--- src/rtl/sayeh_pkg.sv ---
// Shared definitions for the SAYEH fetch path: FSM encoding and default constants.
package sayeh_pkg;

    // Fetch FSM states
    typedef enum logic [2:0] {
        StIdle   = 3'd0,
        StReq    = 3'd1,
        StLoad   = 3'd2,
        StHalted = 3'd3,
        StError  = 3'd4
    } fetch_state_e;

    localparam logic [15:0] DEF_RESET_PC = 16'h0000;
    localparam int unsigned DEF_WAIT_MAX = 15;

    // Width of the wait counter; covers WAIT_MAX up to 255
    localparam int unsigned WAIT_CNT_W = 8;

endpackage

--- src/rtl/fetch_timeout_counter.sv ---
// Counts REQ cycles spent waiting for mem_ready; flags the cycle whose increment reaches WAIT_MAX.
module fetch_timeout_counter
    import sayeh_pkg::*;
#(
    parameter int unsigned WAIT_MAX = DEF_WAIT_MAX
) (
    input  logic clk,
    input  logic rst,
    input  logic clear,
    input  logic enable,
    output logic expired
);

    logic [WAIT_CNT_W-1:0] count_q;
    logic [WAIT_CNT_W-1:0] count_d;

    // Next count: clear wins over enable
    always_comb begin
        count_d = count_q;
        if (clear) begin
            count_d = '0;
        end else if (enable) begin
            count_d = count_q + 1'b1;
        end
    end

    // Counter register
    always_ff @(posedge clk) begin
        if (rst) begin
            count_q <= '0;
        end else begin
            count_q <= count_d;
        end
    end

    // Expires on the increment that would reach WAIT_MAX, so a read completing at WAIT_MAX-1 wins
    always_comb begin
        expired = enable && !clear && (count_q == WAIT_CNT_W'(WAIT_MAX - 1));
    end

endmodule

--- src/rtl/instruction_fetch_unit.sv ---
// Instruction fetch unit: holds the PC, issues a memory read per fetch request and pulses
// IRload with the fetched word; traps to ERROR when memory fails to answer in time.
module instruction_fetch_unit
    import sayeh_pkg::*;
#(
    parameter logic [15:0] RESET_PC = DEF_RESET_PC,
    parameter int unsigned WAIT_MAX = DEF_WAIT_MAX
) (
    input  logic        clk,
    input  logic        rst,
    input  logic        fetch_en,
    input  logic        jump_en,
    input  logic [15:0] jump_addr,
    input  logic        halt,
    input  logic [15:0] mem_data,
    input  logic        mem_ready,
    output logic [15:0] mem_addr,
    output logic        mem_rd,
    output logic [15:0] ir_data,
    output logic        IRload,
    output logic [15:0] pc_out,
    output logic        busy,
    output logic        mem_error
);

    fetch_state_e state_q;
    fetch_state_e state_d;
    logic [15:0]  pc_q;
    logic [15:0]  pc_d;
    logic [15:0]  ir_q;
    logic [15:0]  ir_d;
    logic         cnt_clear;
    logic         cnt_enable;
    logic         cnt_expired;

    fetch_timeout_counter #(
        .WAIT_MAX (WAIT_MAX)
    ) u_timeout (
        .clk     (clk),
        .rst     (rst),
        .clear   (cnt_clear),
        .enable  (cnt_enable),
        .expired (cnt_expired)
    );

    // Next-state, PC and IR update logic; control inputs only matter in IDLE
    always_comb begin
        state_d    = state_q;
        pc_d       = pc_q;
        ir_d       = ir_q;
        cnt_clear  = 1'b0;
        cnt_enable = 1'b0;
        case (state_q)
            StIdle: begin
                if (halt) begin
                    state_d = StHalted;
                end else if (jump_en) begin
                    pc_d = jump_addr;
                end else if (fetch_en) begin
                    state_d   = StReq;
                    cnt_clear = 1'b1;
                end
            end
            StReq: begin
                if (mem_ready) begin
                    ir_d    = mem_data;
                    state_d = StLoad;
                end else begin
                    cnt_enable = 1'b1;
                    if (cnt_expired) begin
                        state_d = StError;
                    end
                end
            end
            StLoad: begin
                pc_d    = pc_q + 16'd1;
                state_d = StIdle;
            end
            StHalted, StError: begin
                state_d = state_q;
            end
            default: begin
                state_d = StIdle;
            end
        endcase
    end

    // State, PC and instruction registers
    always_ff @(posedge clk) begin
        if (rst) begin
            state_q <= StIdle;
            pc_q    <= RESET_PC;
            ir_q    <= 16'h0000;
        end else begin
            state_q <= state_d;
            pc_q    <= pc_d;
            ir_q    <= ir_d;
        end
    end

    // Outputs decode only registered state, so they change cleanly after the clock edge
    always_comb begin
        mem_rd    = (state_q == StReq);
        IRload    = (state_q == StLoad);
        busy      = (state_q == StReq) || (state_q == StLoad);
        mem_error = (state_q == StError);
        mem_addr  = pc_q;
        pc_out    = pc_q;
        ir_data   = ir_q;
    end

endmodule

--- config.mk ---
export PLATFORM = sky130hd
export DESIGN_NAME = instruction_fetch_unit
export DESIGN_NICKNAME = d
export VERILOG_FILES = /design/src/rtl/sayeh_pkg.sv /design/src/rtl/fetch_timeout_counter.sv /design/src/rtl/instruction_fetch_unit.sv
export SDC_FILE = /design/constraint.sdc
export NUM_CORES = 1
export LEC_CHECK = 0
export CORE_MARGIN = 8
export CORE_UTILIZATION = 44
export DETAILED_ROUTE_END_ITERATION = 12
export PLACE_DENSITY = 0.81
export REMOVE_ABC_BUFFERS = 1
export SLEW_MARGIN = 10
export SYNTH_ARGS = -nofsm -noshare
export SYNTH_HDL_FRONTEND = slang
export SYNTH_SLANG_ARGS = --single-unit
--- constraint.sdc ---
create_clock -name clk -period 2.3 [get_ports clk]
set_input_delay 0.575 -clock clk [delete_from_list [all_inputs] [get_ports clk]]
set_output_delay 0.575 -clock clk [all_outputs]
set_load 0.05 [all_outputs]
==> metrics.txt <==
DRC viols 0; Crit. path cell count 1; core area 5042 µm²; clk root buf clkbuf_8; Die X 87.94 µm; Critical-path top delay cell clkdlybuf4s50_1; Max Cap Viol 0; HPWL after detailed placement 4.635 mm; crit-path max FO 9; Hold Crit Start ir_data[15]; synthesized area per cell 8.018 µm²; Pleak 1.130 nW; clk buf depth 2; GR Util All Layers 0.1643; Placement Setup Slack 0.001854 ns; Startpoint Class register; total grt overflow 0; htree depth 2; CTS Buf Count 5; Overall Power 2.212 mW; TritonCTS Sinks 43; Register Area 860.8 µm²; worst hold stages 2; cell family with most CP delay buffers and inverters; FP Rows 26; initial core utilization 0.4516; routability congestion estimate 0.8045; Synth Instances 284; IO buf count 89; Tmin final 2.212 ns; Peak VDD IR 0.0003084 V; Worst slew margin 0.6321; Setup CP Type reg2out; Final period util 0.9619; 1st-iter DRT viols 113; clock network power share 0.309; largest net degree at the start of global routing 29; die area 7733 µm²; RR Startpoint u_timeout.count_q[0]; final setup margin 0.08770 ns; setup TNS 0 ns; routed len/inst 14.57 µm; setup violators final 0; Sw Share 0.3256; Core Util, Final 0.6553; first-pass GRT wire length 10.31 mm; Fin Clk Skew 0.006404 ns; ant diodes 0; Layout area overhead 45.11%; library cells used by synthesis 47; DRT antenna net count 0; crit end category primary output; Fmax 452.0 MHz; reg2reg path depth 6; Final Hold Vio Count 0; Slew @ Worst Pin 0.5518 ns; WP data arrival 1.64 ns; RSZ-0062 raised after global routing false; die extent in y 87.94 µm; Finished Layout Cells 428; Post-CTS Hold Buffers 0; commonest non-fill, non-tap cell in the layout clkdlybuf4s50_1; #FFs+latches synth 43; cts repair resizes 0; synthesized area 2277 µm²; vias per cell 5.362; sequential share of power 0.381; initial antenna violation count 0; final WL 6.238 mm; CTS tree yes; reg-to-reg endpoint state_q[2]; DP Area 3169 µm²; post-synthesis async set-or-reset flop share 0; Worst Hold Margin 0.4564 ns; fillcell total 430; net switching power 0.7200 mW; combinational share of power 0.310; R2R setup slack 0.36 ns; Power Density 669.3 nW/µm²; WHS Endpoint ir_data[15]; Inst Count DP 420; Pins Over Slew Limit 0; DRT Pass-1 Iters 4; post-CTS setup buffers 0; I/O Pins 90; Synth Warn # 0; via count 2295; Hold Path Class reg2reg; Int Power 1.492 mW; CP cell instances clkdlybuf4s50_1; Buf+Inv Stages, Crit Path 1; Worst-Skew Late Latency 0.29 ns; outcome finished, final reports clean; Final Instance Area 3304 µm²; post-synthesis sequential area ratio 0.3780; most frequent cells in the layout 84 x clkdlybuf4s50_1, 44 x nand2_1, 43 x dfxtp_1; footprint of the multi-input gates 1177 µm²; layout cell share with drive strength beyond 1 0.08101; most common flop cell mapped by yosys dfxtp_1; Critical Path RT 1.73 ns; final net count 398; number of synthesized flops with an enable pin 0; vias in the first global route 2263; clock slew at reported path FFs 0.08 ns; slowest stage delay, CP 0.87 ns
metal layers:
layer	vias up	wire, µm	GRT usage
li1	1144	-	-
met4	0	95	0.06250
met2	86	3023	0.2811
met3	8	481	0.05159
met5	-	0	0
met1	1057	2637	0.1851
how the worst max path moves through the flow:
stage                 start      endpoint  slack [ns]
6_report       mem_addr[10]    pc_out[10]        0.09
5_1_grt        mem_addr[10]    pc_out[10]       0.007
4_1_cts        mem_addr[10]  mem_addr[10]        0.04
3_5_place_dp           halt    state_q[2]       0.002
3_3_place_gp           halt    state_q[2]         0.1
2_1_floorplan    state_q[0]          busy       -0.46
layout make-up:
type	count	area share
clock buffer	6	0.02196
timing repair buffer	100	0.3075
sequential	43	0.2605
tap	70	0.02651
multi-input combinational	199	0.3563
clock inverter	2	0.01817
inverter	8	0.009087
cells in the mapped netlist (all sizes together), types with 2 or more instances:
| library cell | number | area, µm² |
|---|---|---|
| ha | 3 | 37.54 |
| or3b | 2 | 17.52 |
| dfxtp | 43 | 860.8 |
| a22oi | 5 | 37.54 |
| a21oi | 32 | 160.2 |
| o31a | 3 | 26.28 |
| buf | 22 | 162.7 |
| o32ai | 3 | 26.28 |
| or4b | 2 | 20.02 |
| xor2 | 6 | 52.55 |
| o21ai | 14 | 70.07 |
| or4 | 6 | 45.04 |
| a21o | 2 | 15.01 |
| nand3 | 8 | 40.04 |
| inv | 8 | 30.03 |
| o211ai | 4 | 30.03 |
| clkbuf | 12 | 46.29 |
| nor2b | 2 | 12.51 |
| nor4 | 7 | 50.05 |
| nor3b | 2 | 15.01 |
| nand2 | 44 | 165.2 |
| a211o | 2 | 17.52 |
| or2 | 2 | 12.51 |
| nand3b | 2 | 15.01 |
| nand2b | 3 | 18.77 |
| and2 | 6 | 37.53 |
| nand4 | 7 | 43.79 |
| a211oi | 6 | 50.05 |
| nor3 | 3 | 15.01 |
| nor2 | 12 | 45.04 |
power by group through the flow:
stage	Sequential (mW)	Combinational [mW]	Clock (mW)
2_1_floorplan	1.07	0.175	0
3_3_place_gp	0.858	0.680	0
3_5_place_dp	0.860	0.688	0
4_1_cts	0.843	0.691	0.703
5_1_grt	0.853	0.727	0.735
6_report	0.843	0.686	0.683
sequential cells by signal, summed over array words and instances, names as in the netlist:
| signal | flops |
|---|---|
| u_timeout.count_q | 8 |
| mem_addr | 16 |
| ir_data | 16 |
| state_q | 3 |
logic make-up (layout without fill, tap and decap cells):
kind of cell,Yosys count,after routing,synth area share
AND/OR/NAND/NOR,113,113,0.2648
AO/OA/AOI/OAI,76,76,0.2088
flip-flops,43,43,0.3780
buffers and inverters,42,116,0.1049
XOR/XNOR,7,7,0.02692
adder cells (fa/ha/maj),3,3,0.01649
Note: power is estimated with default switching activity, not from simulation.
